**src/rtl/mc_ctrl_pkg.sv**
```systemverilog
// rtl/mc_ctrl_pkg.sv - shared encodings for the multicycle control unit
package mc_ctrl_pkg;

  // FSM state encodings (4-bit, IDLE must stay 0 for the debug port)
  typedef logic [3:0] state_t;
  localparam state_t ST_IDLE   = 4'd0;
  localparam state_t ST_FETCH  = 4'd1;
  localparam state_t ST_DECODE = 4'd2;
  localparam state_t ST_MEMADR = 4'd3;
  localparam state_t ST_MEMRD  = 4'd4;
  localparam state_t ST_MEMWB  = 4'd5;
  localparam state_t ST_MEMWR  = 4'd6;
  localparam state_t ST_REXEC  = 4'd7;
  localparam state_t ST_RWB    = 4'd8;
  localparam state_t ST_BRANCH = 4'd9;
  localparam state_t ST_ORIEX  = 4'd10;
  localparam state_t ST_ORIWB  = 4'd11;
  localparam state_t ST_JUMP   = 4'd12;
  localparam state_t ST_TRAP   = 4'd13;

  // ALU operation select
  typedef enum logic [1:0] {
    ALU_ADD   = 2'b00,
    ALU_SUB   = 2'b01,
    ALU_FUNCT = 2'b10,
    ALU_OR    = 2'b11
  } alu_op_e;

  // ALU B operand select
  typedef enum logic [1:0] {
    SRCB_B      = 2'b00,
    SRCB_FOUR   = 2'b01,
    SRCB_IMM    = 2'b10,
    SRCB_IMM_SH = 2'b11
  } src_b_e;

  // PC source select
  typedef enum logic [1:0] {
    PCSRC_ALU    = 2'b00,
    PCSRC_ALUOUT = 2'b01,
    PCSRC_JUMP   = 2'b10,
    PCSRC_EXC    = 2'b11
  } pc_src_e;

  // Default opcode encodings
  localparam logic [5:0] OPC_RTYPE = 6'h00;
  localparam logic [5:0] OPC_LW    = 6'h23;
  localparam logic [5:0] OPC_SW    = 6'h2B;
  localparam logic [5:0] OPC_BEQ   = 6'h04;
  localparam logic [5:0] OPC_ORI   = 6'h0D;
  localparam logic [5:0] OPC_J     = 6'h02;

endpackage

```
**src/rtl/mc_ctrl_outdec.sv**
```systemverilog
// rtl/mc_ctrl_outdec.sv - Moore output decode from state, with memory-ready gating
module mc_ctrl_outdec
  import mc_ctrl_pkg::*;
(
  input  state_t     state,
  input  logic       mem_ready,
  output logic       pc_write,
  output logic       pc_write_cond,
  output logic       iord,
  output logic       mem_read,
  output logic       mem_write,
  output logic       ir_write,
  output logic       mem_to_reg,
  output logic       reg_dst,
  output logic       reg_write,
  output logic       alu_src_a,
  output logic [1:0] alu_src_b,
  output logic       zext,
  output logic [1:0] alu_op,
  output logic [1:0] pc_source,
  output logic       illegal,
  output logic       instr_done
);

  // Every output defaults low so IDLE and unused encodings drive nothing
  always_comb begin
    pc_write      = 1'b0;
    pc_write_cond = 1'b0;
    iord          = 1'b0;
    mem_read      = 1'b0;
    mem_write     = 1'b0;
    ir_write      = 1'b0;
    mem_to_reg    = 1'b0;
    reg_dst       = 1'b0;
    reg_write     = 1'b0;
    alu_src_a     = 1'b0;
    alu_src_b     = SRCB_B;
    zext          = 1'b0;
    alu_op        = ALU_ADD;
    pc_source     = PCSRC_ALU;
    illegal       = 1'b0;
    instr_done    = 1'b0;
    case (state)
      ST_FETCH: begin
        // IR and PC only latch in the cycle the fetch actually completes
        mem_read  = 1'b1;
        alu_src_b = SRCB_FOUR;
        ir_write  = mem_ready;
        pc_write  = mem_ready;
      end
      ST_DECODE: begin
        alu_src_b = SRCB_IMM_SH;
      end
      ST_MEMADR: begin
        alu_src_a = 1'b1;
        alu_src_b = SRCB_IMM;
      end
      ST_MEMRD: begin
        mem_read = 1'b1;
        iord     = 1'b1;
      end
      ST_MEMWB: begin
        reg_write  = 1'b1;
        mem_to_reg = 1'b1;
        instr_done = 1'b1;
      end
      ST_MEMWR: begin
        mem_write  = 1'b1;
        iord       = 1'b1;
        instr_done = mem_ready;
      end
      ST_REXEC: begin
        alu_src_a = 1'b1;
        alu_op    = ALU_FUNCT;
      end
      ST_RWB: begin
        reg_write  = 1'b1;
        reg_dst    = 1'b1;
        instr_done = 1'b1;
      end
      ST_BRANCH: begin
        alu_src_a     = 1'b1;
        alu_op        = ALU_SUB;
        pc_write_cond = 1'b1;
        pc_source     = PCSRC_ALUOUT;
        instr_done    = 1'b1;
      end
      ST_ORIEX: begin
        alu_src_a = 1'b1;
        alu_src_b = SRCB_IMM;
        zext      = 1'b1;
        alu_op    = ALU_OR;
      end
      ST_ORIWB: begin
        reg_write  = 1'b1;
        instr_done = 1'b1;
      end
      ST_JUMP: begin
        pc_write   = 1'b1;
        pc_source  = PCSRC_JUMP;
        instr_done = 1'b1;
      end
      ST_TRAP: begin
        illegal    = 1'b1;
        pc_write   = 1'b1;
        pc_source  = PCSRC_EXC;
        instr_done = 1'b1;
      end
      default: begin
      end
    endcase
  end

endmodule

```
**src/rtl/mc_control.sv**
```systemverilog
// rtl/mc_control.sv - multicycle control FSM: state register and next-state logic
module mc_control
  import mc_ctrl_pkg::*;
#(
  parameter int            OPW      = 6,
  parameter logic [OPW-1:0] OP_RTYPE = OPW'(OPC_RTYPE),
  parameter logic [OPW-1:0] OP_LW    = OPW'(OPC_LW),
  parameter logic [OPW-1:0] OP_SW    = OPW'(OPC_SW),
  parameter logic [OPW-1:0] OP_BEQ   = OPW'(OPC_BEQ),
  parameter logic [OPW-1:0] OP_ORI   = OPW'(OPC_ORI),
  parameter logic [OPW-1:0] OP_J     = OPW'(OPC_J)
) (
  input  logic           clk,
  input  logic           rst_n,
  input  logic [OPW-1:0] opcode,
  input  logic           mem_ready,
  output logic           pc_write,
  output logic           pc_write_cond,
  output logic           iord,
  output logic           mem_read,
  output logic           mem_write,
  output logic           ir_write,
  output logic           mem_to_reg,
  output logic           reg_dst,
  output logic           reg_write,
  output logic           alu_src_a,
  output logic [1:0]     alu_src_b,
  output logic           zext,
  output logic [1:0]     alu_op,
  output logic [1:0]     pc_source,
  output logic           illegal,
  output logic           instr_done,
  output logic [3:0]     state_o
);

  state_t state;
  state_t state_nx;
  logic   is_load;

  // State register; reset drops straight to IDLE so no strobe survives the edge
  always_ff @(posedge clk or negedge rst_n) begin
    if (!rst_n) begin
      state <= ST_IDLE;
    end else begin
      state <= state_nx;
    end
  end

  // Load/store choice is frozen in DECODE so later opcode changes are harmless
  always_ff @(posedge clk or negedge rst_n) begin
    if (!rst_n) begin
      is_load <= 1'b0;
    end else if (state == ST_DECODE) begin
      is_load <= (opcode == OP_LW);
    end
  end

  // Next-state selection; memory states hold until mem_ready
  always_comb begin
    state_nx = ST_IDLE;
    case (state)
      ST_IDLE:   state_nx = ST_FETCH;
      ST_FETCH:  state_nx = mem_ready ? ST_DECODE : ST_FETCH;
      ST_DECODE: begin
        if (opcode == OP_RTYPE) begin
          state_nx = ST_REXEC;
        end else if (opcode == OP_LW || opcode == OP_SW) begin
          state_nx = ST_MEMADR;
        end else if (opcode == OP_BEQ) begin
          state_nx = ST_BRANCH;
        end else if (opcode == OP_ORI) begin
          state_nx = ST_ORIEX;
        end else if (opcode == OP_J) begin
          state_nx = ST_JUMP;
        end else begin
          state_nx = ST_TRAP;
        end
      end
      ST_MEMADR: state_nx = is_load ? ST_MEMRD : ST_MEMWR;
      ST_MEMRD:  state_nx = mem_ready ? ST_MEMWB : ST_MEMRD;
      ST_MEMWB:  state_nx = ST_FETCH;
      ST_MEMWR:  state_nx = mem_ready ? ST_FETCH : ST_MEMWR;
      ST_REXEC:  state_nx = ST_RWB;
      ST_RWB:    state_nx = ST_FETCH;
      ST_BRANCH: state_nx = ST_FETCH;
      ST_ORIEX:  state_nx = ST_ORIWB;
      ST_ORIWB:  state_nx = ST_FETCH;
      ST_JUMP:   state_nx = ST_FETCH;
      ST_TRAP:   state_nx = ST_FETCH;
      default:   state_nx = ST_IDLE;
    endcase
  end

  assign state_o = state;

  mc_ctrl_outdec u_outdec (
    .state         (state),
    .mem_ready     (mem_ready),
    .pc_write      (pc_write),
    .pc_write_cond (pc_write_cond),
    .iord          (iord),
    .mem_read      (mem_read),
    .mem_write     (mem_write),
    .ir_write      (ir_write),
    .mem_to_reg    (mem_to_reg),
    .reg_dst       (reg_dst),
    .reg_write     (reg_write),
    .alu_src_a     (alu_src_a),
    .alu_src_b     (alu_src_b),
    .zext          (zext),
    .alu_op        (alu_op),
    .pc_source     (pc_source),
    .illegal       (illegal),
    .instr_done    (instr_done)
  );

endmodule

```
**config.mk**
```make
export PLATFORM = sky130hd
export DESIGN_NAME = mc_control
export DESIGN_NICKNAME = d
export VERILOG_FILES = /design/src/rtl/mc_ctrl_pkg.sv /design/src/rtl/mc_ctrl_outdec.sv /design/src/rtl/mc_control.sv
export SDC_FILE = /design/constraint.sdc
export NUM_CORES = 1
export LEC_CHECK = 0
export ABC_CLOCK_PERIOD_IN_PS = 3100
export CAP_MARGIN = 10
export CORE_MARGIN = 2
export CORE_UTILIZATION = 40
export CTS_BUF_LIST = sky130_fd_sc_hd__clkbuf_8
export DETAILED_ROUTE_END_ITERATION = 8
export DONT_BUFFER_PORTS = 1
export GPL_TIMING_DRIVEN = 1
export PLACE_DENSITY = 0.52
export SYNTH_ARGS = -nofsm -noshare
export SYNTH_HDL_FRONTEND = slang
export SYNTH_HIERARCHICAL = 1
export SYNTH_SLANG_ARGS = --single-unit
```
**constraint.sdc**
```tcl
create_clock -name clk -period 3.1 [get_ports clk]
set_input_delay 0.62 -clock clk [delete_from_list [all_inputs] [get_ports clk]]
set_output_delay 0.62 -clock clk [all_outputs]
set_load 0.02 [all_outputs]
```
; ---- Word level (Yosys, flattened, before mapping)
; Index checks and enable logic that the tools add are counted.
; Widths: inputs -> output; s select.
[word_totals]
inputBits = 9
reg_bits = 5
output_inout_bits = 23
word_cells = 57
[classes]
n_reduce_logical = 11
muxes = 26
eq_ne = 18
[ops]
columns = operator, n
row1 = $pmux 4 s8, 1
row2 = $eq 4x4->1 const B, 6
row3 = $pmux 2 s3, 3
row4 = $eq 4x3->1 const B, 4
row5 = $mux 1, 13
row6 = $eq 6x6->1 const B, 2
row7 = $mux 3, 3
row8 = $eq 4x2->1 const B, 2
row9 = $mux 4, 2
row10 = $reduce_or 2->1, 4
row11 = $reduce_or 7->1, 1
row12 = $eq 6x2->1 const B, 1
row13 = $eq 6x3->1 const B, 1
row14 = $eq 6x4->1 const B, 1
row15 = $logic_not 6->1, 1
row16 = $reduce_or 6->1, 1
row17 = $eq 4x1->1 const B, 1
row18 = $logic_not 4->1, 1
row19 = $mux 2, 2
row20 = $pmux 1 s2, 2
row21 = $reduce_or 4->1, 1
row22 = $reduce_or 3->1, 1
row23 = $logic_or 1x1->1, 1

; ---- Longest topological paths before layout
[logic_depth]
depth_word = 7
mapped_depth = 5

; ---- By module
; Netlist, hierarchy kept.
[modules_own_cells]
columns = mod, seq_area_each_um2, area_per_inst_um2, instances, cells_each
row1 = mc_control, 125.1, 385.4, 1, 45
row2 = mc_ctrl_outdec, 0.0, 260.2, 1, 41

; ---- Least setup slack after synthesis
; OpenSTA, ideal clock, no wires.
[synth_path]
path_kind = register to output
from = register state[3] (netlist: state_o[3])
to = output port reg_dst
setup_slack_ns = 1.076
arrival_time_ns = 1.404
stages_incl_launch_ff = 4
required_ns = 2.480
cell_sequence = dfrtp_1 > buf_2 > nand2b_4 > nor3_1
[synth_via]
elab_chain_cells = 2
[synth_rtl]
columns = item, line_no
row1 = from (decl), mc_control.sv:36  ; state_t state;
row2 = from (signal assigned), mc_control.sv:45  ; state <= state_nx;
row3 = $eq 4x4->1, mc_ctrl_outdec.sv:43  ; case (state)
row4 = $mux 1, mc_ctrl_outdec.sv:43
row5 = to (decl), mc_control.sv:24  ; output logic reg_dst,
; Every way passes these cells.

; ---- Worst setup path after layout
[layout_path]
from = register state[0] (netlist: state_o[0])
to = output port alu_src_a
[layout_via]
elab_chain_cells = 3
word_cells_on_any_way = 6
cone_classes = 4 x eq/ne / 1 x mux / 1 x reduce/logical
[layout_rtl]
columns = item, line_no
row1 = $eq 4x2->1 (tied with other cells), mc_ctrl_outdec.sv:43
row2 = $reduce_or 4->1 (no source line) *, -
row3 = $mux 1 *, mc_ctrl_outdec.sv:43
row4 = to (decl), mc_control.sv:26  ; output logic alu_src_a,
; Every way passes the cells marked *; elsewhere a longest branch is shown, timed or not.

==> results_dict.tcl <==
set metrics [dict create \
    timing.rr.end "state_o[2]" \
    tns_ns 0 \
    netlist_top_cells_area "dfrtp_1, nor2_1, nand2b_4, nand2_1, buf_2" \
    groute.layer.met1.usage 0.194 \
    insertedDiodeCount 0 \
    pwr_density_cell_mw_per_mm2 1170 \
    postRouteWirelength_mm 1.44 \
    global_route.peak_usage_layer "met2" \
    globalRoute.totalOverflow 0 \
    crit_path_max_fanout 19 \
    horizontal_extent_of_the_die_um 44.2 \
    drt_drc_violations_left 0 \
    critical_path_cell_list "nand2b_2, a21oi_4, a21o_1" \
    global_route.usage.met2 0.259 \
    final_hold_viol_count 0 \
    postSynthRegisterBits 5 \
    worst_pin_slew_ns 0.767 \
    netlist_instances 86 \
    clockRootBuffer "clkbuf_8" \
    worst-r2r-cell-count 4 \
    required_ns 2.48 \
    port-buffer-count 0 \
    cp.arrival_ns 1.83 \
    crit_path_end_kind "output pin" \
    post_synth_most_frequent_cells "nor2_1, nand2_1, buf_2, dfrtp_1" \
    clock_latency_ns 0.22 \
    critical_path_class "reg -> out" \
    path_clk_slew_ns 0.03 \
    final.setup_skew_ns 0.000431 \
    finalCritPeriodShare 0.791 \
    groute.usage.overall 0.161 \
    max_slew_vio_count 0 \
    worstSetupStartpoint "state_o[0]" \
    cts_hold_buf 0 \
    grt_util_met3 0.0408 \
    clockBufferDepth 2 \
    timing.max_cap.violations 0 \
    final_period_minus_worst_setup_slack_ns 2.45 \
    viasPerCell 6.11 \
    fillers 157 \
    max_slew_margin 0.488 \
    drt-initial-drc-count 8 \
    most_common_cell_in_the_netlist "nor2_1" \
    worst_setup_path_start_kind "flop" \
    layout-drive-gt1-share 0.131 \
    die_height_um 44.2 \
    tritoncts.num_buffers 3 \
    ios 32 \
    cts_tree "built" \
    outcome "finished clean" \
    number_of_global_route_vias_before_repair 537 \
    whs_ns 0.0978 \
    worst_setup_path_endpoint "alu_src_a" \
    syn_avg_cell_area_um2 7.51 \
    vdd_drop_max_mv 0.408 \
    synth.yosys.warnings 6 \
    worst-r2r-setup-slack_ns 1.44 \
    grt_max_degree 21 \
    dp_hpwl_mm 1.08 \
    drt.antenna.violating_nets 0 \
    gp_routability_congestion 0.696 \
    fp-row-count 14 \
    yosys.area.top_type "dfrtp_1" \
    timing.hold.worst.class "in -> async" \
    netlist_area_pre_place_um2 646 \
    dr_total_vias 611 \
    drt_pre_antenna_iters 3 \
    clock_sinks 5 \
    routed_wl_per_cell_um 14.4 \
    synthDominantCellAreaShare 0.194 \
    async_set_reset_flop_share_out_of_synthesis 1.00 \
    synth-seq-area-share 0.194 \
    grt_setup_unrepaired "false" \
    postSynth.topFlopCell "dfrtp_1" \
    slowest_stage "dfrtp_1" \
    design.final.nets 94 \
    fmaxAchievable_mhz 408 \
    initial_core_util 0.429 \
    largest_stage_delay_worst_path_ns 0.81 \
    overall_die_area_mm2 0.00195 \
    setup_viol 0 \
    post_cts_resized 0 \
    reg2reg_from "state_o[0]" \
    grt_antenna_before_repair 0 \
    core_region_area_mm2 0.00151 \
    synth_edf_count 0 \
    synth.lib_cells_used.distinct 37 \
    layout_area_overhead_pct 3.88 \
    postCtsSetupBuffers 0 \
    leakage_uw 0.000268 \
    syn_nets 95 \
    htree_num_levels 1 \
    wire_length_of_the_first_global_routing_pass_mm 2.33 \
]
## final cells by class
type	instances	area (um2)	area share
well taps	16	20.0	0.0299
clock inverters	1	3.75	0.00560
repair buffers	1	7.51	0.0112
flip-flops and latches	5	125	0.187
clock buffers	3	41.3	0.0616
multi-input cells	73	469	0.700
inverters	1	3.75	0.00560
## placed cells by master (no fill, tap or decap), types with 2 or more instances in the layout
master,synthesis,final
and2_1,2,2
nor2_1,14,14
nor4_1,2,2
o21ai_0,3,3
o22ai_1,2,2
nand2_1,10,10
nor3_1,4,4
nand2b_4,3,3
a211o_1,2,2
nor4b_1,2,2
o21ai_1,2,2
clkbuf_8,0,3
inv_1,1,2
dfrtp_1,5,5
a21oi_1,3,3
nand2b_1,4,4
## sequential cells by signal, indices dropped and copies added, names as in the netlist
register / cells
state_o: 4
is_load: 1
## kinds of logic after synthesis
family / Yosys count / synth area share
AO/OA/AOI/OAI: 22 / 0.246
XOR/XNOR: 1 / 0.0136
buffers and inverters: 8 / 0.0794
flip-flops: 5 / 0.194
multiplexers: 1 / 0.0174
AND/OR/NAND/NOR: 49 / 0.450
## worst min path at each step
stage                from    endpoint  depth (start not counted)  slack, ns
finish              rst_n  state_o[2]                          0        0.1
CTS                 rst_n  state_o[0]                          0       0.09
global route        rst_n  state_o[0]                          0       0.09
global placement    rst_n     is_load                          0       0.32
detailed placement  rst_n  state_o[2]                          0       0.32
floorplan           rst_n     is_load                          0       0.32
## power breakdown
part	leakage, uW	internal [uW]	switching, uW	total, uW
clock	0.0000269	84.7	30.2	115
sequential	0.0000644	88.1	124	212
combinational	0.000177	162	296	459
## through the flow
stage / total power [uW] / instance area [um2] / cells / utilization / worst slack [ns]
3_5_place_dp: 676 / 626 / 96 / 0.415 / 0.886
2_1_floorplan: 646 / 646 / 86 / - / 1.08
5_1_grt: 846 / 671 / 100 / 0.445 / 0.546
6_report: 785 / 671 / 100 / 0.445 / 0.648
4_1_cts: 796 / 671 / 100 / 0.445 / 0.643
3_3_place_gp: 673 / 626 / 96 / 0.415 / 0.914
## worst max-delay path, delay by kind of cell (launching register included)
family          cells  cell delay [ns]
simple gates        1             0.28
compound gates      2             0.52
flops               1             0.81
## routing by layer
layer,vias up,share of wire
met5,-,0
met4,0,0.0084
met3,2,0.084
met2,27,0.49
met1,273,0.42
li1,309,-
Note: power is estimated with default switching activity, not from simulation.
